`src/rtl/ifetch_pkg.sv`:
```
// ifetch_pkg: shared fetch FSM encoding, reset PC default and opcode field position
package ifetch_pkg;
  typedef enum logic [1:0] {S_REQ, S_WAIT, S_HOLD} state_t;
  localparam logic [31:0] RESET_PC_DEFAULT = 32'h0000_0000;
  localparam int OPC_HI = 31;
  localparam int OPC_LO = 26;
  function automatic logic [5:0] opcode(input logic [31:0] instr);
    return instr[OPC_HI:OPC_LO];
  endfunction
endpackage

```
`src/rtl/ifetch.sv`:
```
// ifetch: single-outstanding instruction fetch unit with redirect/flush handling
module ifetch
  import ifetch_pkg::*;
#(
  parameter logic [31:0] RESET_PC = RESET_PC_DEFAULT
) (
  input  logic        clk,
  input  logic        rst_n,
  output logic        imem_req,
  output logic [31:0] imem_addr,
  input  logic        imem_ack,
  input  logic        imem_rvalid,
  input  logic [31:0] imem_rdata,
  output logic        if_valid,
  input  logic        if_ready,
  output logic [31:0] if_instr,
  output logic [5:0]  if_opcode,
  output logic [31:0] if_pc,
  output logic [31:0] if_pc4,
  input  logic        redirect,
  input  logic [31:0] redirect_pc,
  output logic        align_err
);
  state_t      state;
  logic [31:0] pc;
  logic        drop;
  logic        hold_valid;
  logic [31:0] target;
  logic        accept;
  assign target    = {redirect_pc[31:2], 2'b00};
  assign accept    = imem_req & imem_ack;
  assign if_valid  = hold_valid & ~redirect;
  assign imem_addr = pc;
  assign if_opcode = opcode(if_instr);
  // drop marks an in-flight response that a redirect has made stale
  always_ff @(posedge clk or negedge rst_n) begin
    if (!rst_n) begin
      state      <= S_REQ;
      pc         <= RESET_PC;
      drop       <= 1'b0;
      hold_valid <= 1'b0;
      imem_req   <= 1'b0;
      if_instr   <= '0;
      if_pc      <= '0;
      if_pc4     <= '0;
      align_err  <= 1'b0;
    end else begin
      align_err <= redirect & |redirect_pc[1:0];
      if (redirect) pc <= target;
      case (state)
        S_REQ:
          if (accept) begin
            state    <= S_WAIT;
            imem_req <= 1'b0;
            drop     <= redirect;
          end else imem_req <= 1'b1;
        S_WAIT:
          if (imem_rvalid) begin
            drop <= 1'b0;
            if (redirect | drop) begin
              state    <= S_REQ;
              imem_req <= 1'b1;
            end else begin
              state      <= S_HOLD;
              hold_valid <= 1'b1;
              if_instr   <= imem_rdata;
              if_pc      <= pc;
              if_pc4     <= pc + 32'd4;
            end
          end else if (redirect) drop <= 1'b1;
        S_HOLD:
          if (redirect | if_ready) begin
            state      <= S_REQ;
            imem_req   <= 1'b1;
            hold_valid <= 1'b0;
            if (!redirect) pc <= pc + 32'd4;
          end
        default: state <= S_REQ;
      endcase
    end
  end
endmodule
```
`config.mk`:
```
export PLATFORM = sky130hd
export DESIGN_NAME = ifetch
export DESIGN_NICKNAME = d
export VERILOG_FILES = /design/src/rtl/ifetch_pkg.sv /design/src/rtl/ifetch.sv
export SDC_FILE = /design/constraint.sdc
export NUM_CORES = 1
export LEC_CHECK = 0
export CAP_MARGIN = 25
export CELL_PAD_IN_SITES_DETAIL_PLACEMENT = 0
export CELL_PAD_IN_SITES_GLOBAL_PLACEMENT = 1
export CORE_MARGIN = 5
export CORE_UTILIZATION = 32
export DETAILED_ROUTE_END_ITERATION = 6
export PLACE_DENSITY_LB_ADDON = 0.1
export SYNTH_ARGS = -nofsm -noshare
export SYNTH_HDL_FRONTEND = slang
export SYNTH_SLANG_ARGS = --single-unit
```
`constraint.sdc`:
```
create_clock -name clk -period 4.5 [get_ports clk]
set_input_delay 1.125 -clock clk [delete_from_list [all_inputs] [get_ports clk]]
set_output_delay 1.125 -clock clk [all_outputs]
set_load 0.02 [all_outputs]
```
# Yosys cells after proc, flatten, opt, wreduce, memory -nomap -nowiden
# Index checks and enable logic that the tools add are counted.
[word_totals]
mem_bits_rw = 0
ff_bits = 134
word_cells = 57
romBits = 0
memories = 0
latch_bits = 0
out_inout_bits = 137
[classes]
shift = 0
n_mul = 0
addsub = 1
n_bitwise = 7
n_eq_ne = 8
n_div = 0
reduce_logical = 10
n_mux = 22
order_cmp = 0
[op_table]
columns = ["operator", "n"]
rows = [
  ["32-bit two-way mux", 4],
  ["32-bit by 3-bit adder with 32-bit output (second input constant)", 1],
  ["1-bit two-way mux", 10],
  ["2-bit != test (second input constant)", 5],
  ["3-bit AND reduction", 3],
  ["2-bit two-way mux", 4],
  ["4-bit AND reduction", 2],
  ["2-bit case mux with 3 select lines", 1],
  ["1-bit case mux with 2 select lines", 2],
  ["2-bit nonzero test", 2],
  ["1-bit AND", 3],
  ["3-bit != test (second input constant)", 1],
  ["1-bit case mux with 3 select lines", 1],
  ["3-bit nonzero test", 1],
  ["2-bit by 1-bit equality test with 1-bit output (second input constant)", 1],
  ["2-bit equality test (second input constant)", 1],
  ["2-bit logical NOT", 1],
  ["1-bit NOT", 2],
  ["1-bit bitwise OR", 2],
  ["2-bit OR reduction", 1],
]

# Longest topological paths before layout
# Gate-level depths: netlist of run 1.
[depth]
ltp_word = 4
mapped_depth = 9
mapped_depth_nobuf = 7

# Worst setup path before layout of run 1
# No wires, ideal clock.
[synth_path]
path_type = "input port to output port"
start = "input redirect"
end = "output if_valid"
setup_slack_ps = 1756
arrival_time_ps = 1619
path_stages = 2
cell_sequence = "clkbuf_1 > nor2b_1"
[synth_between]
elab_chain_len = 2
[synth_rtl]
columns = ["item", "line", "rtl"]
rows = [
  ["start: declaration", "ifetch.sv:20", "input logic redirect,"],
  ["1-bit NOT", "ifetch.sv:32", "assign if_valid = hold_valid & ~redirect;"],
  ["1-bit AND", "ifetch.sv:32", ""],
  ["end: declaration", "ifetch.sv:14", "output logic if_valid,"],
]
# No other way between the ends.

# Final worst setup path of run 1
# Ends and elaborated chain as after synthesis.

==> results of run 1 <==
-- worst paths after layout --
| kind | from | endpoint | slack, ns |
|---|---|---|---|
| max | redirect | if_valid | 1.39 |
| min | if_instr[0] | if_instr[0] | 0.47 |
| max reg2reg | state[1] | if_instr[20] | 1.98 |
| min reg2reg | if_instr[0] | if_instr[0] | 0.47 |
| max in group asynchronous | rst_n | if_pc[11] | 2.96 |
| min in group asynchronous | rst_n | if_pc[23] | 0.63 |
-- cells by family (layout without fill, tap and decap cells) --
family                     after synthesis  count (layout)  synth area share
xor gates and xnor gates                55              55           0.07685
adders and majority gates                5               5          0.009980
buffers and inverters                   60             251           0.05349
muxes                                    4               4          0.006986
AOI/OAI and AO/OA                       72              72           0.06507
and+or+nand+nor                        356             356            0.2607
DFF                                    132             132            0.5269
-- cell usage after synthesis, types with 3 or more instances --
master,n,share of area
and3_1,3,0.0030
mux2_2,3,0.0054
nor2b_1,3,0.0030
nor3_4,3,0.0078
nand2_1,269,0.16
o21ai_2,4,0.0056
nand4_1,16,0.016
and2_1,4,0.0040
dfrtp_1,132,0.53
nor3_1,4,0.0032
nor2_1,16,0.0096
xnor2_1,21,0.029
nand3_1,17,0.014
o21ai_0,20,0.016
clkbuf_1,21,0.013
buf_4,15,0.018
nor4_1,3,0.0030
o21ai_1,34,0.027
buf_6,5,0.0090
inv_1,5,0.0030
buf_2,11,0.0088
nor4_4,3,0.010
nor3_2,3,0.0048
xor2_1,34,0.048
ha_1,5,0.010
-- flip-flops by register name, summed over array words and instances (netlist names), 2 cells and up --
signal / cells
imem_addr: 32
if_pc4: 30
if_pc: 32
state: 2
if_instr: 32
-- cell usage in the layout, fill, tap and decap left out, drive strengths merged, types with 3 or more instances in the layout --
cell type      count
and2               4
and3               3
buf               10
bufinv             5
clkbuf            19
clkdlybuf4s50    204
clkinv             5
dfrtp            132
ha                 5
inv                7
mux2               3
nand2            269
nand3             19
nand4             20
nor2              18
nor2b              3
nor3              10
nor4               6
o21ai             58
xnor2             21
xor2              34
-- per-layer routing --
layer | up-vias | GRT usage
li1 | 2561 | -
met1 | 2491 | 0.2197
met2 | 129 | 0.2697
met3 | 14 | 0.05058
met4 | 0 | 0.05489
met5 | - | 0
-- power by group --
part,switching (W),leakage (nW),total [W],internal [W]
clock,0.000532,0.317,0.00153,0.000998
sequential,0.000317,1.66,0.00195,0.00163
combinational,0.00121,2.02,0.00229,0.00107
total,0.00206,3.99,0.00577,0.00371
-- through the flow --
| step | total power [W] | hold slack, ns |
|---|---|---|
| 2_1_floorplan | 0.003102 | 0.4742 |
| 3_3_place_gp | 0.004256 | 0.4566 |
| 3_5_place_dp | 0.004297 | 0.4616 |
| 4_1_cts | 0.005869 | 0.4759 |
| 5_1_grt | 0.006119 | 0.4923 |
| 6_report | 0.005766 | 0.4688 |
-- worst max-delay path, cell delays in order --
cell,delay [ns]
buf_2,0.12
nor2b_1,0.12
clkdlybuf4s50_1,0.62
-- cell type report --
| cell class | count | share of cell area |
|---|---|---|
| tap | 265 | 0.03648 |
| clock inverter | 13 | 0.02244 |
| inverter | 5 | 0.002065 |
| multi-input combinational | 492 | 0.2903 |
| timing repair buffer | 214 | 0.2366 |
| clock buffer | 19 | 0.04873 |
| sequential | 132 | 0.3634 |
==> flow_metrics.tcl, run 1 <==
set metrics [dict create \
    gp_congestion 0.7622 \
    syn-cell-area_sq_um 6269 \
    leakage_nw 3.994 \
    skew_ns 0.008522 \
    ys.flop_type "dfrtp_1" \
    fmax_ghz 0.3212 \
    io_buffers 206 \
    final_cells 1140 \
    num-nets-final 937 \
    slew_headroom 0.4028 \
    grt_setup_unrepaired "false" \
    synthCells 684 \
    routed-wl-met2_um 9048 \
    insertion_delay_ns 0.42 \
    cp.required_ns 3.38 \
    finalCritPeriodShare 0.6918 \
    outcome "complete, no violations" \
    synth_seq_cells 132 \
    cts.sinks 132 \
    cts_hold_buf 0 \
    wirelength_um 18730 \
    worstHoldPathCells 2 \
    yosysUniqueCellTypes 46 \
    syn-num-nets 759 \
    slew_violations 0 \
    clock_path_buffers 2 \
    dr_wl_met3_um 1148 \
    async_flop_share 1.000 \
    dpl.hpwl_um 13470 \
    cts_inserted_buffers 17 \
    multi_input_area_sq_um 2639 \
    drt_iter0_drc 249 \
    tritoncts "yes" \
    hp-class "register to register" \
    ys_seq_area_frac 0.5269 \
    post_cts_buffers 0 \
    fp.dieW_um 150.0 \
    worst_pin_slew_ns 0.8958 \
    vias 5195 \
    m1WireLength_um 8339 \
    top_layer "met4" \
    drt-pass1-iter-count 4 \
    dp.cells 1108 \
    die_area_sq_um 22490 \
    critPathCaptureType "output pin" \
    seq_area_sq_um 3303 \
    post-route-util 0.4686 \
    coreArea_sq_um 19400 \
    cts_resized 0 \
    min_period_ns 3.113 \
    antenna_cells 0 \
    ios 207 \
    root_buffer "clkbuf_16" \
    grt_max_degree 84 \
    grt_pass1_wl_um 29730 \
    synth_edf_count 0 \
    design_area_sq_um 9090 \
    tns_ns 0 \
    setup.worst_path.class "input port to output pin" \
    clkSlewWorstSetupHoldPaths_ns 0.06 \
    track_usage 0.1687 \
    drc 0 \
    power_density_nw_per_um2 634.3 \
    cp_max_fo 3 \
    grt_pass1_vias 5449 \
    wl_per_cell_um 16.43 \
    dieHeight_um 150.0 \
    synth_warnings 0 \
    rows 51 \
    nFillCells 1920 \
    hold_viol 0 \
    ctsHtreeMaxLevel 4 \
    arrival_ns 1.99 \
    finalSetupViolCount 0 \
    drive_above_1_share 0.07771 \
    worst_slack_ns 1.387 \
    ant_nets 0 \
    pre_cts_slack_ns 1.195 \
    cp-start-kind "input port" \
    grt_antenna_before_repair 0 \
    grt-ovfl-total 0 \
    synth_area_per_cell_sq_um 9.164 \
    ir_drop_mv 0.2812 \
    maxCapViolCount 0 \
    dpl-instance-area_sq_um 8443 \
    initial_core_util 0.3231 \
    area_growth_pct 45.01 \
    reg2regPathDepth 8 \
    avgViaCountPerCell 4.557 \
]
Power figures use the tool's default switching activity.
==> run 2: changes to the inputs <==
CORE_UTILIZATION = 31   (was 32)
clock period = 2.6 ns   (was 4.5 ns; I/O delays follow)
==> flow_metrics.tcl, run 2 (synthesis gave the netlist of run 1 again) <==
set metrics [dict create \
    outcome "complete, no violations" \
    worst_pin_slew_ns 0.6770 \
    wirelength_um 18920 \
    hp-class "input port to asynchronous set/reset pin" \
    cts.sinks 132 \
    ant_nets 0 \
    setup.worst_path.class "register to output pin" \
    io_buffers 206 \
    worstSetupStartpoint "imem_addr[6]" \
    leakage_nw 4.041 \
    cts_inserted_buffers 17 \
    initial_core_util 0.3118 \
    num-nets-final 951 \
    whs_ns 0.1754 \
    drc 0 \
    vias 5299 \
    hold_viol 0 \
    finalCritPeriodShare 0.9184 \
    grt_antenna_before_repair 1 \
    grt_max_degree 64 \
    maxCapViolCount 0 \
    cp-start-kind "register" \
    path_buf_inv 1 \
    final_cells 1160 \
    min_period_ns 2.388 \
    root_buffer "clkbuf_16" \
    slew_headroom 0.5487 \
    fp.dieW_um 152.2 \
    r2r-start "state[1]" \
    drt-pass1-iter-count 4 \
    drt_iter0_drc 247 \
    gp_congestion 0.7622 \
    design_area_sq_um 9169 \
    post_cts_buffers 0 \
    dieHeight_um 152.2 \
    avgViaCountPerCell 4.568 \
    cts_resized 0 \
    rows 52 \
    track_usage 0.1649 \
    arrival_ns 1.74 \
    clock_path_buffers 2 \
    die_area_sq_um 23160 \
    dpl.hpwl_um 13750 \
    clkSlewWorstSetupHoldPaths_ns 0.06 \
    post-route-util 0.4561 \
    grt_pass1_wl_um 30570 \
    cp_max_fo 8 \
    slew_violations 0 \
    path_cells "clkdlybuf4s50_1" \
    tns_ns 0 \
    coreArea_sq_um 20100 \
    grt_pass1_vias 5415 \
    drive_above_1_share 0.09336 \
    ios 207 \
    fmax_ghz 0.4188 \
    grt_setup_unrepaired "false" \
    crit_family "buffers and inverters" \
    finalSetupViolCount 0 \
    mostFrequentLayoutCell "nand2_1" \
    dp.cells 1127 \
    cts_hold_buf 0 \
    critPathCaptureType "output pin" \
    nFillCells 1904 \
    skew_ns 0.007499 \
    grt-ovfl-total 0 \
    tritoncts "yes" \
    area_growth_pct 46.27 \
    layout_common_cells "268 x nand2_1, 204 x clkdlybuf4s50_1, 132 x dfrtp_1, 34 x xor2_1, 34 x o21ai_1" \
    ctsHtreeMaxLevel 4 \
    cpMaxStageDelayCell "clkdlybuf4s50_1" \
    max_stage_delay_ns 0.70 \
    power_density_nw_per_um2 1075 \
    wl_per_cell_um 16.31 \
    cp.required_ns 1.95 \
    dpl-instance-area_sq_um 8547 \
    insertion_delay_ns 0.42 \
    ir_drop_mv 0.4577 \
]
-- run 2: cell count changes in the layout (fill, tap and decap cells not counted), sizes merged --
cell,change
buf,+14
clkinvlp,+3
bufinv,-2
clkbuf,+1
clkinv,-1
diode,+1
inv,-1
-- run 2: where the power goes --
part,leakage [nW],switching [W],internal [W]
Clock,0.294,0.000926,0.00158
Sequential,1.66,0.000527,0.00283
Combinational,2.09,0.00211,0.00188
Total,4.04,0.00356,0.00629
-- run 2: layer usage --
layer | track usage | vias up | share of wire
li1 | - | 2589 | -
met1 | 0.2182 | 2553 | 0.46
met2 | 0.2585 | 135 | 0.47
met3 | 0.05283 | 22 | 0.057
met4 | 0.05223 | 0 | 0.019
met5 | 0 | - | 0
-- run 2: worst paths after layout --
kind / end / slack (ns) / cells after the start
worst max register to register: if_pc4[3] / 0.49 / 8
max in group asynchronous: if_pc[25] / 1.67 / 2
worst min-delay path: if_pc[17] / 0.18 / 1
min in group clk: if_instr[18] / 0.47 / 2
worst max-delay path: imem_addr[6] / 0.21 / 1
worst min register to register: if_instr[18] / 0.47 / 2
-- run 2: area by class of cell --
| type | count | area, sq um | share of cell area |
|---|---|---|---|
| inverters | 5 | 18.77 | 0.002047 |
| flip-flops and latches | 132 | 3303 | 0.3603 |
| diodes | 1 | 2.502 | 0.0002729 |
| clock buffers | 20 | 466.7 | 0.05090 |
| repair buffers | 228 | 2248 | 0.2452 |
| clock inverters | 12 | 152.6 | 0.01665 |
| well taps | 270 | 337.8 | 0.03684 |
| multi-input cells | 492 | 2639 | 0.2878 |
-- run 2: per-stage QoR --
| step | power, W | worst slack, ns |
|---|---|---|
| after global routing | 0.01044 | 0.1338 |
| after CTS | 0.01002 | 0.1738 |
| after global placement | 0.007395 | 0.2810 |
| final | 0.009859 | 0.2123 |
| after floorplan | 0.005368 | 0.6465 |
| after detailed placement | 0.007454 | 0.2665 |
==> run 3: changes to the inputs <==
ABC_CLOCK_PERIOD_IN_PS = 2600   (was default)
CORE_MARGIN = default   (was 5)
==> flow_metrics.tcl, run 3 (synthesis gave the netlist of run 1 again) <==
set metrics [dict create \
    setup.worst_path.class "register to output pin" \
    crit_cells 1 \
    seq_power_share 0.348 \
    path_cells "clkdlybuf4s50_1" \
    fmax_ghz 0.4150 \
    tritoncts "yes" \
    reg2regPathDepth 7 \
    multi_input_area_sq_um 2639 \
    antenna_cells 0 \
    worst_pin_slew_ns 0.5933 \
    arrival_ns 1.76 \
    root_buffer "clkbuf_16" \
    finalSetupViolCount 0 \
    fp.dieW_um 144.2 \
    path_buf_inv 1 \
    drive_above_1_share 0.08588 \
    power_frac_comb 0.414 \
    die_area_sq_um 20790 \
    clkSlewWorstSetupHoldPaths_ns 0.06 \
    cp_max_fo 8 \
    io_buffers 206 \
    rows 51 \
    design_area_sq_um 9115 \
    internal_power_w 0.006130 \
    finalCritPeriodShare 0.9269 \
    ios 207 \
    wl_per_cell_um 15.63 \
    drt-pass1-iter-count 4 \
    cpMaxStageDelayCell "clkdlybuf4s50_1" \
    grt_antenna_before_repair 1 \
    grt_setup_unrepaired "false" \
    layout_common_cells "268 x nand2_1, 204 x clkdlybuf4s50_1, 132 x dfrtp_1, 34 x xor2_1, 34 x o21ai_1" \
    max_stage_delay_ns 0.70 \
    drt_iter0_drc 289 \
    p_total_w 0.009646 \
    track_usage 0.1819 \
    slew_violations 0 \
    initial_core_util 0.3189 \
    cp.required_ns 1.95 \
    grt_pass1_vias 5288 \
    hold_viol 0 \
    ctsHtreeMaxLevel 4 \
    nFillCells 1960 \
    vias 5277 \
    whs_ns 0.1932 \
    grt-ovfl-total 0 \
    crit_family "buffers and inverters" \
    slew_headroom 0.6015 \
    post_cts_buffers 0 \
    mostFrequentLayoutCell "nand2_1" \
    cts_inserted_buffers 17 \
    critPathCaptureType "output pin" \
    wirelength_um 17970 \
    gp_congestion 0.7358 \
    seq_area_sq_um 3303 \
    maxCapViolCount 0 \
    skew_ns 0.007888 \
    grt_max_degree 55 \
    p_sw_frac 0.3645 \
    outcome "complete, no violations" \
    pwr-share-clk 0.239 \
    dpl.hpwl_um 12920 \
    insertion_delay_ns 0.42 \
    dieHeight_um 144.2 \
    num-nets-final 947 \
    coreArea_sq_um 19650 \
    drc 0 \
    power_density_nw_per_um2 1058 \
    area_growth_pct 45.41 \
    cp-start-kind "register" \
    avgViaCountPerCell 4.589 \
    hp-class "input port to asynchronous set/reset pin" \
    p_switching_w 0.003516 \
    grt_pass1_wl_um 28670 \
    post-route-util 0.4638 \
    cts.sinks 132 \
    clock_path_buffers 2 \
    tns_ns 0 \
    leakage_nw 4.009 \
    cts_resized 0 \
    min_period_ns 2.410 \
    ant_nets 0 \
    ir_drop_mv 0.4513 \
    cts_hold_buf 0 \
    dpl-instance-area_sq_um 8548 \
]
==> run 3: power by group through the flow <==
| stage | logic [W] | clock network (W) | registers [W] |
|---|---|---|---|
| final | 0.00399 | 0.00230 | 0.00335 |
| after CTS | 0.00405 | 0.00237 | 0.00337 |
| after floorplan | 0.00117 | 0 | 0.00420 |
| after detailed placement | 0.00404 | 0 | 0.00339 |
| after global placement | 0.00400 | 0 | 0.00336 |
| after global routing | 0.00433 | 0.00246 | 0.00347 |
==> run 3: cell type report <==
cell class,count,area share
sequential,132,0.3624
multi-input combinational,492,0.2895
timing repair buffer,224,0.2475
clock buffer,24,0.05395
tap,265,0.03638
clock inverter,8,0.008236
inverter,5,0.002059
==> run 3: worst paths after layout <==
kind	to	start	slack, ns
max in group asynchronous	if_pc4[11]	rst_n	1.78
min in group clk	if_pc[21]	if_pc[21]	0.47
min reg2reg	if_pc[21]	if_pc[21]	0.47
max	imem_addr[6]	imem_addr[6]	0.19
max reg2reg	imem_addr[30]	imem_addr[2]	0.47
min	if_pc[19]	rst_n	0.19
==> run 3: per-layer routing <==
metal  wire (um)  vias to the layer above  GRT usage  part of all wire
met3        1174                       14    0.05364             0.065
met5          17                        -          0           0.00095
met2        8459                      147     0.2832              0.47
met4         122                        2    0.04986            0.0068
met1        8195                     2531     0.2449              0.46
li1            -                     2583          -                 -
==> run 3: stage by stage <==
step | std cells | setup slack (ns)
CTS | 1150 | 0.1598
global placement | 1118 | 0.3568
detailed placement | 1118 | 0.3436
finish | 1150 | 0.1901
floorplan | 684 | 0.6465
global route | 1150 | 0.1381
